`config.mk`:
```
export PLATFORM = sky130hd
export DESIGN_NAME = axi_read_arbiter_flat
export DESIGN_NICKNAME = d
export VERILOG_FILES = /design/src/rtl/axi_read_arbiter_if.sv /design/src/rtl/axi_read_arbiter.sv /design/src/flat_wrapper.sv
export SDC_FILE = /design/constraint.sdc
export NUM_CORES = 1
export LEC_CHECK = 0
export ABC_AREA = 1
export CAP_MARGIN = 40
export CORE_AREA = 10 10 99 101
export DETAILED_ROUTE_END_ITERATION = 8
export DIE_AREA = 0 0 109 111
export MAX_ROUTING_LAYER = met4
export PLACE_DENSITY = 0.95
export SLEW_MARGIN = 20
export SYNTH_ARGS = -nofsm -noshare
export SYNTH_HDL_FRONTEND = slang
export SYNTH_SLANG_ARGS = --single-unit
```
`constraint.sdc`:
```
create_clock -name clk -period 3.6 [get_ports clk]
set_input_delay 0.36 -clock clk [delete_from_list [all_inputs] [get_ports clk]]
set_output_delay 0.36 -clock clk [all_outputs]
set_load 0.01 [all_outputs]
```
`src/rtl/axi_read_arbiter_if.sv`:
```
// Shared AXI read definitions and the read-channel bundle.
//   _pkg_riscv_basic : bus widths and the zero/OKAY encodings used as idle values.
//   axi_read_if      : AR + R channel signals.
//                      master modport = the side issuing AR and accepting R.
//                      slave  modport = the side accepting AR and returning R.
package _pkg_riscv_basic;
   localparam int ADDR_WIDTH        = 32;
   localparam int DATA_WIDTH        = 32;
   localparam int AXI_ARLEN_WIDTH   = 8;
   localparam int AXI_ARSIZE_WIDTH  = 3;
   localparam int AXI_ARBURST_WIDTH = 2;
   localparam int AXI_RESP_WIDTH    = 2;

   localparam logic [AXI_ARSIZE_WIDTH-1:0]  AXI_ARSIZE_ZERO  = 3'b000;
   localparam logic [AXI_ARBURST_WIDTH-1:0] AXI_ARBURST_ZERO = 2'b00;
   localparam logic [AXI_RESP_WIDTH-1:0]    AXI_RESP_OKAY    = 2'b00;
   localparam logic [AXI_RESP_WIDTH-1:0]    AXI_RESP_SLVERR  = 2'b10;
   localparam logic [AXI_RESP_WIDTH-1:0]    AXI_RESP_DECERR  = 2'b11;
endpackage

interface axi_read_if #(
   parameter int ADDR_WIDTH      = _pkg_riscv_basic::ADDR_WIDTH,
   parameter int DATA_WIDTH      = _pkg_riscv_basic::DATA_WIDTH,
   parameter int AXI_ARLEN_WIDTH = _pkg_riscv_basic::AXI_ARLEN_WIDTH
) ();
   logic [ADDR_WIDTH-1:0]                          araddr;
   logic [AXI_ARLEN_WIDTH-1:0]                     arlen;
   logic [_pkg_riscv_basic::AXI_ARSIZE_WIDTH-1:0]  arsize;
   logic [_pkg_riscv_basic::AXI_ARBURST_WIDTH-1:0] arburst;
   logic                                           arvalid;
   logic                                           arready;
   logic [DATA_WIDTH-1:0]                          rdata;
   logic [_pkg_riscv_basic::AXI_RESP_WIDTH-1:0]    rresp;
   logic                                           rlast;
   logic                                           rvalid;
   logic                                           rready;

   modport master (
      output araddr, arlen, arsize, arburst, arvalid, rready,
      input  arready, rdata, rresp, rlast, rvalid
   );

   modport slave (
      input  araddr, arlen, arsize, arburst, arvalid, rready,
      output arready, rdata, rresp, rlast, rvalid
   );
endinterface

```
`src/rtl/axi_read_arbiter.sv`:
```
// Two-to-one round-robin AXI read arbiter.
// Shares one downstream read port between requester 0 (I-cache refill) and
// requester 1 (D-cache refill). One burst in flight at a time; the R burst is
// routed combinationally back to the owner. Each burst's rlast is checked
// against its arlen.
// Ports:
//   clk, rst   : clock, asynchronous active-high reset
//   s0, s1     : upstream requesters (slave side of axi_read_if)
//   m          : shared downstream port (master side of axi_read_if)
//   grant_id   : owner of m, meaningful while busy
//   busy       : a burst is being addressed or returned
//   burst_err  : sticky, a burst ended on a beat other than arlen
module axi_read_arbiter #(
   parameter int ADDR_WIDTH      = _pkg_riscv_basic::ADDR_WIDTH,
   parameter int DATA_WIDTH      = _pkg_riscv_basic::DATA_WIDTH,
   parameter int AXI_ARLEN_WIDTH = _pkg_riscv_basic::AXI_ARLEN_WIDTH,
   parameter bit RESET_PRIO      = 1'b0
) (
   input  logic        clk,
   input  logic        rst,
   axi_read_if.slave   s0,
   axi_read_if.slave   s1,
   axi_read_if.master  m,
   output logic        grant_id,
   output logic        busy,
   output logic        burst_err
);

   localparam int SW = _pkg_riscv_basic::AXI_ARSIZE_WIDTH;
   localparam int BW = _pkg_riscv_basic::AXI_ARBURST_WIDTH;
   localparam int RW = _pkg_riscv_basic::AXI_RESP_WIDTH;

   typedef enum logic [1:0] {IDLE, ADDR, DATA} state_t;

   typedef struct packed {
      logic [ADDR_WIDTH-1:0]      addr;
      logic [AXI_ARLEN_WIDTH-1:0] len;
      logic [SW-1:0]              size;
      logic [BW-1:0]              burst;
      logic                       valid;
   } ar_req_t;

   typedef struct packed {
      logic [DATA_WIDTH-1:0] data;
      logic [RW-1:0]         resp;
      logic                  last;
      logic                  valid;
   } r_rsp_t;

   state_t                     state_q, state_d;
   logic                       grant_q, grant_d;
   logic                       last_grant_q, last_grant_d;
   logic                       burst_err_q, burst_err_d;
   logic [AXI_ARLEN_WIDTH-1:0] len_q, len_d;
   logic [AXI_ARLEN_WIDTH:0]   beat_q, beat_d;

   ar_req_t ar_sel;
   r_rsp_t  r_dn;
   r_rsp_t  r_idle;
   logic    rready_sel;
   logic    ar_hs;
   logic    r_hs;
   logic    len_hit;

   // Granted requester's AR fields and rready; grant_q is locked outside IDLE
   // so this mux is stable for the whole transaction.
   always_comb begin
      ar_sel = '0;
      if (grant_q) begin
         ar_sel.addr  = s1.araddr;
         ar_sel.len   = s1.arlen;
         ar_sel.size  = s1.arsize;
         ar_sel.burst = s1.arburst;
         ar_sel.valid = s1.arvalid;
         rready_sel   = s1.rready;
      end else begin
         ar_sel.addr  = s0.araddr;
         ar_sel.len   = s0.arlen;
         ar_sel.size  = s0.arsize;
         ar_sel.burst = s0.arburst;
         ar_sel.valid = s0.arvalid;
         rready_sel   = s0.rready;
      end
   end

   always_comb begin
      r_dn.data  = m.rdata;
      r_dn.resp  = m.rresp;
      r_dn.last  = m.rlast;
      r_dn.valid = m.rvalid;
      r_idle      = '0;
      r_idle.resp = _pkg_riscv_basic::AXI_RESP_OKAY;
   end

   assign ar_hs   = (state_q == ADDR) && ar_sel.valid && m.arready;
   assign r_hs    = (state_q == DATA) && m.rvalid && rready_sel;
   assign len_hit = (beat_q == {1'b0, len_q});

   always_ff @(posedge clk or posedge rst) begin
      if (rst) begin
         state_q      <= IDLE;
         grant_q      <= 1'b0;
         last_grant_q <= ~RESET_PRIO;
         burst_err_q  <= 1'b0;
         len_q        <= '0;
         beat_q       <= '0;
      end else begin
         state_q      <= state_d;
         grant_q      <= grant_d;
         last_grant_q <= last_grant_d;
         burst_err_q  <= burst_err_d;
         len_q        <= len_d;
         beat_q       <= beat_d;
      end
   end

   always_comb begin
      state_d      = state_q;
      grant_d      = grant_q;
      last_grant_d = last_grant_q;
      burst_err_d  = burst_err_q;
      len_d        = len_q;
      beat_d       = beat_q;

      m.araddr  = '0;
      m.arlen   = '0;
      m.arsize  = _pkg_riscv_basic::AXI_ARSIZE_ZERO;
      m.arburst = _pkg_riscv_basic::AXI_ARBURST_ZERO;
      m.arvalid = 1'b0;
      m.rready  = 1'b0;

      s0.arready = 1'b0;
      s1.arready = 1'b0;
      {s0.rdata, s0.rresp, s0.rlast, s0.rvalid} = r_idle;
      {s1.rdata, s1.rresp, s1.rlast, s1.rvalid} = r_idle;

      unique case (state_q)
         IDLE: begin
            if (s0.arvalid || s1.arvalid) begin
               // On a tie the requester not served last goes first.
               if (s0.arvalid && s1.arvalid) grant_d = ~last_grant_q;
               else                          grant_d = s1.arvalid;
               state_d = ADDR;
            end
         end
         ADDR: begin
            m.araddr  = ar_sel.addr;
            m.arlen   = ar_sel.len;
            m.arsize  = ar_sel.size;
            m.arburst = ar_sel.burst;
            m.arvalid = ar_sel.valid;
            if (grant_q) s1.arready = m.arready;
            else         s0.arready = m.arready;
            if (ar_hs) begin
               len_d   = ar_sel.len;
               beat_d  = '0;
               state_d = DATA;
            end
         end
         DATA: begin
            m.rready = rready_sel;
            if (grant_q) {s1.rdata, s1.rresp, s1.rlast, s1.rvalid} = r_dn;
            else         {s0.rdata, s0.rresp, s0.rlast, s0.rvalid} = r_dn;
            if (r_hs) begin
               beat_d = beat_q + 1'b1;
               // Termination follows rlast alone; a mismatch against arlen
               // is only flagged.
               if (m.rlast) begin
                  if (!len_hit) burst_err_d = 1'b1;
                  last_grant_d = grant_q;
                  state_d      = IDLE;
               end else if (len_hit) begin
                  burst_err_d = 1'b1;
               end
            end
         end
         default: state_d = IDLE;
      endcase
   end

   assign grant_id  = grant_q;
   assign busy      = (state_q != IDLE);
   assign burst_err = burst_err_q;

endmodule

```
`src/flat_wrapper.sv`:
```
// flat-port wrapper written by rule: the top's interface ports become plain ports
module axi_read_arbiter_flat 
#(
   parameter int ADDR_WIDTH      = _pkg_riscv_basic::ADDR_WIDTH,
   parameter int DATA_WIDTH      = _pkg_riscv_basic::DATA_WIDTH,
   parameter int AXI_ARLEN_WIDTH = _pkg_riscv_basic::AXI_ARLEN_WIDTH,
   parameter bit RESET_PRIO      = 1'b0
)
  (clk, rst, grant_id, busy, burst_err, s0_araddr, s0_arlen, s0_arsize, s0_arburst, s0_arvalid, s0_rready, s0_arready, s0_rdata, s0_rresp, s0_rlast, s0_rvalid, s1_araddr, s1_arlen, s1_arsize, s1_arburst, s1_arvalid, s1_rready, s1_arready, s1_rdata, s1_rresp, s1_rlast, s1_rvalid, m_araddr, m_arlen, m_arsize, m_arburst, m_arvalid, m_rready, m_arready, m_rdata, m_rresp, m_rlast, m_rvalid);
  axi_read_if #(.ADDR_WIDTH(ADDR_WIDTH), .DATA_WIDTH(DATA_WIDTH), .AXI_ARLEN_WIDTH(AXI_ARLEN_WIDTH)) s0_i ();
  axi_read_if #(.ADDR_WIDTH(ADDR_WIDTH), .DATA_WIDTH(DATA_WIDTH), .AXI_ARLEN_WIDTH(AXI_ARLEN_WIDTH)) s1_i ();
  axi_read_if #(.ADDR_WIDTH(ADDR_WIDTH), .DATA_WIDTH(DATA_WIDTH), .AXI_ARLEN_WIDTH(AXI_ARLEN_WIDTH)) m_i ();
  input  logic clk;
  input  logic rst;
  output logic grant_id;
  output logic busy;
  output logic burst_err;
  input wire logic [$bits(s0_i.araddr)-1:0] s0_araddr;
  input wire logic [$bits(s0_i.arlen)-1:0] s0_arlen;
  input wire logic [$bits(s0_i.arsize)-1:0] s0_arsize;
  input wire logic [$bits(s0_i.arburst)-1:0] s0_arburst;
  input wire logic [$bits(s0_i.arvalid)-1:0] s0_arvalid;
  input wire logic [$bits(s0_i.rready)-1:0] s0_rready;
  output wire logic [$bits(s0_i.arready)-1:0] s0_arready;
  output wire logic [$bits(s0_i.rdata)-1:0] s0_rdata;
  output wire logic [$bits(s0_i.rresp)-1:0] s0_rresp;
  output wire logic [$bits(s0_i.rlast)-1:0] s0_rlast;
  output wire logic [$bits(s0_i.rvalid)-1:0] s0_rvalid;
  input wire logic [$bits(s1_i.araddr)-1:0] s1_araddr;
  input wire logic [$bits(s1_i.arlen)-1:0] s1_arlen;
  input wire logic [$bits(s1_i.arsize)-1:0] s1_arsize;
  input wire logic [$bits(s1_i.arburst)-1:0] s1_arburst;
  input wire logic [$bits(s1_i.arvalid)-1:0] s1_arvalid;
  input wire logic [$bits(s1_i.rready)-1:0] s1_rready;
  output wire logic [$bits(s1_i.arready)-1:0] s1_arready;
  output wire logic [$bits(s1_i.rdata)-1:0] s1_rdata;
  output wire logic [$bits(s1_i.rresp)-1:0] s1_rresp;
  output wire logic [$bits(s1_i.rlast)-1:0] s1_rlast;
  output wire logic [$bits(s1_i.rvalid)-1:0] s1_rvalid;
  output wire logic [$bits(m_i.araddr)-1:0] m_araddr;
  output wire logic [$bits(m_i.arlen)-1:0] m_arlen;
  output wire logic [$bits(m_i.arsize)-1:0] m_arsize;
  output wire logic [$bits(m_i.arburst)-1:0] m_arburst;
  output wire logic [$bits(m_i.arvalid)-1:0] m_arvalid;
  output wire logic [$bits(m_i.rready)-1:0] m_rready;
  input wire logic [$bits(m_i.arready)-1:0] m_arready;
  input wire logic [$bits(m_i.rdata)-1:0] m_rdata;
  input wire logic [$bits(m_i.rresp)-1:0] m_rresp;
  input wire logic [$bits(m_i.rlast)-1:0] m_rlast;
  input wire logic [$bits(m_i.rvalid)-1:0] m_rvalid;
  assign s0_i.araddr = s0_araddr;
  assign s0_i.arlen = s0_arlen;
  assign s0_i.arsize = s0_arsize;
  assign s0_i.arburst = s0_arburst;
  assign s0_i.arvalid = s0_arvalid;
  assign s0_i.rready = s0_rready;
  assign s0_arready = s0_i.arready;
  assign s0_rdata = s0_i.rdata;
  assign s0_rresp = s0_i.rresp;
  assign s0_rlast = s0_i.rlast;
  assign s0_rvalid = s0_i.rvalid;
  assign s1_i.araddr = s1_araddr;
  assign s1_i.arlen = s1_arlen;
  assign s1_i.arsize = s1_arsize;
  assign s1_i.arburst = s1_arburst;
  assign s1_i.arvalid = s1_arvalid;
  assign s1_i.rready = s1_rready;
  assign s1_arready = s1_i.arready;
  assign s1_rdata = s1_i.rdata;
  assign s1_rresp = s1_i.rresp;
  assign s1_rlast = s1_i.rlast;
  assign s1_rvalid = s1_i.rvalid;
  assign m_araddr = m_i.araddr;
  assign m_arlen = m_i.arlen;
  assign m_arsize = m_i.arsize;
  assign m_arburst = m_i.arburst;
  assign m_arvalid = m_i.arvalid;
  assign m_rready = m_i.rready;
  assign m_i.arready = m_arready;
  assign m_i.rdata = m_rdata;
  assign m_i.rresp = m_rresp;
  assign m_i.rlast = m_rlast;
  assign m_i.rvalid = m_rvalid;
  axi_read_arbiter #(.ADDR_WIDTH(ADDR_WIDTH), .DATA_WIDTH(DATA_WIDTH), .AXI_ARLEN_WIDTH(AXI_ARLEN_WIDTH), .RESET_PRIO(RESET_PRIO)) u_core (.clk(clk), .rst(rst), .s0(s0_i), .s1(s1_i), .m(m_i), .grant_id(grant_id), .busy(busy), .burst_err(burst_err));
endmodule
```
Word-level counts from Yosys, hierarchy flattened
Cells that the tools add are included.
{ "op_classes": {"n_addsub": 1, "eq_ne": 8, "n_mux": 40, "bitwise": 1, "n_reduce_logical": 16} }
{ "ops": {"columns": ["operator", "n"], "rows": [
  ["32-bit 2-to-1 mux", 5],
  ["46-bit 2-to-1 mux", 1],
  ["1-bit 2-to-1 mux", 19],
  ["2-bit 2-to-1 mux", 9],
  ["9-bit 2-to-1 mux", 2],
  ["9-bit case mux with 2 select lines", 1],
  ["9-bit by 1-bit adder with 9-bit output, second input constant", 1],
  ["9-bit by 8-bit == test with 1-bit output", 1],
  ["8-bit 2-to-1 mux", 1],
  ["4-bit AND reduction", 2],
  ["2-bit by 1-bit inequality test with 1-bit output, second input constant", 3],
  ["2-bit case mux with 3 select lines", 1],
  ["3-bit AND reduction", 2],
  ["2-bit nonzero test", 3],
  ["1-bit logical AND", 5],
  ["2-bit inequality test, second input constant", 2],
  ["2-bit AND reduction", 2],
  ["3-bit 2-to-1 mux", 1],
  ["2-bit by 1-bit == test with 1-bit output, second input constant", 1],
  ["2-bit == test, second input constant", 1],
  ["2-bit logical NOT", 1],
  ["1-bit logical OR", 1],
  ["1-bit inverter", 1]
]} }
{ "totals": {"reg_bits": 22, "out_inout_bits": 124, "elab_cells": 72} }

Longest topological paths before layout
Gate-level depths: netlist of the first run.
{ "depth": {"depth_word": 5, "depth_mapped": 10} }

Worst setup path before layout of the first run
Ideal clock, no wire load.
{ "synth_timing": {"path_kind": "reg2out", "startpoint": "register u_core.grant_q (netlist: u_core.grant_id)", "endpoint": "output m_araddr[15]", "arrival_ps": 1292, "t_required_ps": 3240, "setup_slack_ps": 1948, "stages_incl_launch_ff": 6, "path_buffers": 3, "cell_sequence": "dfrtp_1 -> buf_4 -> buf_4 -> clkbuf_1 -> nand2_1 -> a21oi_1"} }
{ "synth_via": {"elab_chain_cells": 2} }
{ "synth_lines": {"columns": ["element", "line", "rtl"], "rows": [
  ["from (decl)", "axi_read_arbiter.sv:51", "logic grant_q, grant_d;"],
  ["from (signal assigned)", "axi_read_arbiter.sv:109", "grant_q <= grant_d;"],
  ["46-bit 2-to-1 mux", "axi_read_arbiter.sv:69", "if (grant_q) begin"],
  ["32-bit 2-to-1 mux", "axi_read_arbiter.sv:137", "unique case (state_q)"],
  ["to (decl)", "flat_wrapper.sv:40", "output wire logic [$bits(m_i.araddr)-1:0] m_araddr;"]
]} }
No other way between the ends.

Worst setup path in the final report of the first run
{ "layout_timing": {"startpoint": "register u_core.state_q[0]", "endpoint": "output m_araddr[17]"} }
{ "layout_via": {"elab_chain_cells": 2} }
{ "layout_lines": {"columns": ["element", "line", "rtl"], "rows": [
  ["from (decl)", "axi_read_arbiter.sv:50", "state_t state_q, state_d;"],
  ["from (signal assigned)", "axi_read_arbiter.sv:108", "state_q <= state_d;"],
  ["2-bit by 1-bit == test with 1-bit output", "axi_read_arbiter.sv:137", null],
  ["32-bit 2-to-1 mux", "axi_read_arbiter.sv:137", null]
]} }
No other way between the ends.

==> results of run 1 <==
## cell usage after synthesis (all sizes together)
| cell | number | area (µm²) |
|---|---|---|
| nor2 | 99 | 382 |
| dfstp | 1 | 26.3 |
| mux2i | 8 | 80.1 |
| clkbuf | 8 | 30.0 |
| nand3 | 13 | 75.1 |
| inv | 69 | 262 |
| xor2 | 3 | 26.3 |
| a31o | 1 | 8.76 |
| a21oi | 43 | 215 |
| dfrtp | 21 | 526 |
| nand2 | 131 | 494 |
| nand4 | 2 | 12.5 |
| buf | 16 | 91.3 |
| ha | 1 | 12.5 |
| o21a | 1 | 7.51 |
| o21ai | 17 | 88.8 |
| nor3 | 5 | 30.0 |
## stage by stage
stage	power, mW	worst slack (ns)	instance area (µm²)	util, %
final	2.79	0.917	5070	63.6
after global routing	3.02	0.802	5070	63.6
after floorplan	1.49	1.95	2370	-
after global placement	2.52	1.09	4970	62.4
after CTS	2.81	0.935	5050	63.4
after detailed placement	2.62	1.23	5000	62.7
## worst max-delay path, delay by kind of cell, from the launching register on
family / cells / cell delay [ns]
flops: 1 / 0.41
simple gates: 1 / 0.13
buf+inv: 5 / 1.36
compound gates: 1 / 0.16
## logic make-up (layout without fill, tap and decap cells)
kind of cell | count (synthesis) | after routing | share of synthesized area (%)
AO/OA/AOI/OAI | 62 | 62 | 13.5
XOR/XNOR | 3 | 3 | 1.11
adder cells (fa/ha/maj) | 1 | 1 | 0.528
buffers and inverters | 93 | 335 | 16.2
flip-flops | 22 | 22 | 23.3
multiplexers | 8 | 8 | 3.38
AND/OR/NAND/NOR | 250 | 250 | 42.0
## area by class of cell
| class | instances | area, µm² |
|---|---|---|
| fillers | 627 | 2900 |
| repair buffers | 262 | 2640 |
| multi-input cells | 324 | 1430 |
| flip-flops and latches | 22 | 553 |
| inverters | 69 | 262 |
| well taps | 105 | 131 |
| clock buffers | 4 | 55.1 |
## routing by layer
metal | GRT usage (%) | routed length, µm | vias to the layer above
met3 | 4.71 | 1190 | 36
met4 | 6.77 | 448 | 0
met1 | 22.0 | 4800 | 1658
met5 | - | 0 | -
met2 | 36.7 | 6620 | 216
li1 | - | - | 1811
## flip-flops by register name, indices dropped and copies added, names as in the netlist
signal and flops:
u_core.state_q 2, u_core.len_q 8, u_core.last_grant_q 1, u_core.burst_err 1, u_core.grant_id 1, u_core.beat_q 9
## report_power, final
group / internal, mW / switching, mW
logic: 1.06 / 1.14
registers: 0.334 / 0.0794
clock network: 0.0975 / 0.0796
total: 1.50 / 1.30
## how the worst min path moves through the flow
stage	end	slack, ns	cells after the start
after floorplan	u_core.beat_q[0]$_DFFE_PP0P_	0.35	1
after global placement	u_core.burst_err$_DFFE_PP0P_	0.45	2
after detailed placement	u_core.burst_err$_DFFE_PP0P_	0.46	2
after CTS	u_core.burst_err$_DFFE_PP0P_	0.48	2
after global routing	u_core.len_q[3]$_DFFE_PP0P_	0.27	2
final	u_core.len_q[3]$_DFFE_PP0P_	0.27	2
==> impl_metrics.toml, run 1 <==
[status]
outcome = "finished, final reports clean"

[sta]
finClkSkew_ns = 0.00333
finalCritPeriodShare_pct = 74.5
timing.final.crit_period_ns = 2.68
finalMaxSlewViolations = 0
tightestPinTransition_ns = 0.561
setup_tns_ns = 0
setup_violations = 0
holdWs_ns = 0.274
fmax_mhz = 373
hold_violations = 0
slew_headroom_pct = 62.6
rsz0062_at_grt = "no"

[routing]
wl_per_cell_um = 16.6
via_per_inst = 4.73
drtAntennaViolNets = 0
wirelength_mm = 13.1
drt_iter0_markers = 361
vias = 3721
firstDrtPassIters = 4
drc_errors = 0

[critical_path]
r2r-start = "u_core.grant_id$_DFFE_PP0P_"
worstRegToRegCells = 9
critPathMaxStageDelay_ns = 0.59
cp_common_cell = "inv_1"
endpoint_kind = "output pin"
r2r_setup_slack_ns = 1.31
path_class = "reg2out"
critPathCapture = "m_araddr[17]"
crit_path_start_kind = "register"
crit_chain = "inv_1 -> nor2_2 -> inv_1 -> buf_16 -> buf_4 -> a21oi_1 -> clkdlybuf4s50_1"
crit_fanout = 24
cp.required_ns = 3.24
rr_endpoint = "u_core.beat_q[5]$_DFFE_PP0P_"
critPathLaunch = "u_core.state_q[0]$_DFFE_PP0P_"
arrival_ns = 2.32
crit_slowest_cell = "clkdlybuf4s50_1"

[floorplan]
fp-row-count = 33
fp.coreArea_um2 = 7970
ios = 257
die-area_um2 = 12100
start_util_pct = 29.7
die_x_um = 109
die_y_um = 111

[placed_design]
dp.cells = 781
place.port_buffers = 256
dp_hpwl_mm = 11.1
place_congestion = 0.976

[synthesis]
syn_avg_cell_area_um2 = 5.39
synth_area_um2 = 2370
syn_inst = 439
ys_seq_area_share_pct = 23.3
yosysWarnings = 0
synth_nets = 573
synth_cell_types = 26
synth-seq-cells = 22

[clocking]
ctsHoldBuffers = 0
post_cts_buffers = 0
clk_pin_slew_ns = 0.08
cts_buffer_depth = 2
clkLatencyLatePin_ns = 0.26
cts_root_buffer = "clkbuf_8"
cts_made_buffers = 3
htreeDepth = 1
clock-sinks = 22
cts_resized = 0
cts_tree = "done"

[cells_and_area]
area_growth_pct = 114
diodes = 0
drive_gt1_share_pct = 3.08
nets = 816
layout_commonest_cell = "clkdlybuf4s50_1"
final_cell_mix = "256 x clkdlybuf4s50_1, 130 x nand2_1, 97 x nor2_1"
final_cells = 786

[pwr]
p_per_area_nw_per_um2 = 551
p_leak_nw = 2.32
ir_drop_mv = 0.548

[run]
maxCapViolCount = 0

[grt]
grt_overflow_total = 0
antenna_found_initial = 0
grt_pass1_vias = 3750
grt_max_degree = 52
grt_pass1_wl_mm = 19.7
grt.total_usage_pct = 20.7

[min_path]
hold_path_class = "in2async"
Power figures use the tool's default switching activity.
==> inputs of run 2 (changes only) <==
Settings changed: CORE_AREA 10 10 99 101 to 10 10 107 109, DIE_AREA 0 0 109 111 to 0 0 117 119, PLACE_DENSITY 0.95 to 0.88.
Clock period 3.6 ns to 2.2 ns, I/O delays scaled along.
==> impl_metrics.toml, run 2 (synthesized netlist as in run 1, its figures left out) <==
[status]
outcome = "finished, final reports clean"

[min_path]
hold_path_class = "in2async"

[critical_path]
arrival_ns = 1.92
path_class = "reg2out"
crit_path_start_kind = "register"
r2r-start = "u_core.grant_id$_DFFE_PP0P_"
crit_fanout = 25
endpoint_kind = "output pin"
cp.required_ns = 1.98
critPathLaunch = "u_core.state_q[1]$_DFFE_PP0P_"

[clocking]
clk_pin_slew_ns = 0.09
ctsHoldBuffers = 0
cts_tree = "done"
htreeDepth = 1
clkLatencyLatePin_ns = 0.27
cts_made_buffers = 3
cts_root_buffer = "clkbuf_8"
clock-sinks = 22
cts_buffer_depth = 2

[pwr]
ir_drop_mv = 0.734
internal_power_mw = 2.60
clkPwrFrac_pct = 8.1
p_per_area_nw_per_um2 = 885
p_switching_mw = 2.16
combinationalPowerShare_pct = 77.8
p_sw_share_pct = 45.3
seqPwrFrac_pct = 14.1
p_leak_nw = 3.62
finalPower_mw = 4.76

[sta]
timing.final.crit_period_ns = 2.14
tightestPinTransition_ns = 0.332
finalMaxSlewViolations = 0
setup_violations = 0
finalCritPeriodShare_pct = 97.2
slew_headroom_pct = 77.7
hold_violations = 0
setup_tns_ns = 0
holdWs_ns = 0.199
finClkSkew_ns = 0.00470
fmax_mhz = 467

[cells_and_area]
largest_reg_flops = 9
nets = 828
diodes = 0
final_cells = 807
reg.largest.list = "u_core.beat_q: 9 flops, u_core.len_q: 8 flops, u_core.state_q: 2 flops"
layout_commonest_cell = "clkdlybuf4s50_1"
drive_gt1_share_pct = 4.91
n_fill_cell = 852
final_cell_mix = "187 x clkdlybuf4s50_1, 130 x nand2_1, 97 x nor2_1"
multi_input_area_um2 = 1440
regMostFlops = "u_core.beat_q"
area_growth_pct = 127
regArea_um2 = 553

[grt]
grt_pass1_vias = 3602
grt.total_usage_pct = 16.7
antenna_found_initial = 0
grt_overflow_total = 0
grt_pass1_wl_mm = 18.4
grt_max_degree = 37

[floorplan]
fp.coreArea_um2 = 9460
die-area_um2 = 13900
die_x_um = 117
die_y_um = 119
ios = 257
start_util_pct = 25.0
fp-row-count = 36

[routing]
wl_per_cell_um = 15.8
drtAntennaViolNets = 0
drt_iter0_markers = 224
drc_errors = 0
via_per_inst = 4.47
vias = 3608
firstDrtPassIters = 5
wirelength_mm = 12.7

[placed_design]
dp.cells = 796
dp_hpwl_mm = 10.5
place.port_buffers = 256
place_congestion = 0.895

[run]
maxCapViolCount = 0
run 2: cell types whose count changed in the layout (fill, tap and decap cells not counted), moves of 2 or more:
cell / change
clkdlybuf4s50_1: -69
dlymetal6s2s_1: +68
buf_6: +2
buf_4: +9
buf_12: +2
run 2: path summary, 6_finish.rpt:
check,to,slack (ns),cells after the start
setup reg to reg,u_core.beat_q[8]$_DFFE_PP0P_,0.45,8
hold reg to reg,u_core.burst_err$_DFFE_PP0P_,0.47,2
max in group asynchronous,u_core.last_grant_q$_DFFE_PP1P_,1.50,3
setup / recovery,m_araddr[0],0.06,5
min in group clk,u_core.burst_err$_DFFE_PP0P_,0.47,2
hold / removal,u_core.len_q[5]$_DFFE_PP0P_,0.20,2
run 2: worst max-delay path, cell delays in order (launching register included):
cell and delay [ns]:
dfrtp_1 0.42, nor2_4 0.15, inv_2 0.11, buf_12 0.17, a21oi_1 0.17, clkdlybuf4s50_1 0.62
run 2: repair_timing:
item | CTS | global route
setup buffers | 0 | 7
gates resized for setup | 3 | 73
endpoints found under the setup margin | 39 | 115
pin swaps | 0 | 0
run 2: power by group through the flow:
stage | Combinational [mW] | Sequential (mW) | Clock [mW]
6_report | 3.70 | 0.673 | 0.384
5_1_grt | 4.04 | 0.695 | 0.402
4_1_cts | 3.69 | 0.678 | 0.386
3_5_place_dp | 3.65 | 0.683 | 0
3_3_place_gp | 3.64 | 0.676 | 0
2_1_floorplan | 1.79 | 0.641 | 0
run 2: cell type report:
class | count | area share, %
clock buffers | 3 | 0.768
multi-input cells | 324 | 26.7
repair buffers | 274 | 54.1
well taps | 114 | 2.65
inverters | 69 | 4.91
flip-flops and latches | 22 | 10.3
clock inverters | 1 | 0.559
run 2: metal layers:
metal | vias up | GRT usage (%) | routed length [µm]
li1 | 1834 | - | -
met1 | 1580 | 18.7 | 4870
met2 | 183 | 29.5 | 6440
met3 | 11 | 3.97 | 1280
met4 | 0 | 2.78 | 161
met5 | - | - | 0
run 2: through the flow:
step	setup WS [ns]	util (%)	instance area, µm²
finish	0.0609	56.8	5380
global route	-0.0395	56.8	5380
CTS	0.00863	54.3	5130
detailed placement	0.242	53.5	5060
global placement	0.268	53.5	5060
floorplan	0.688	-	2370
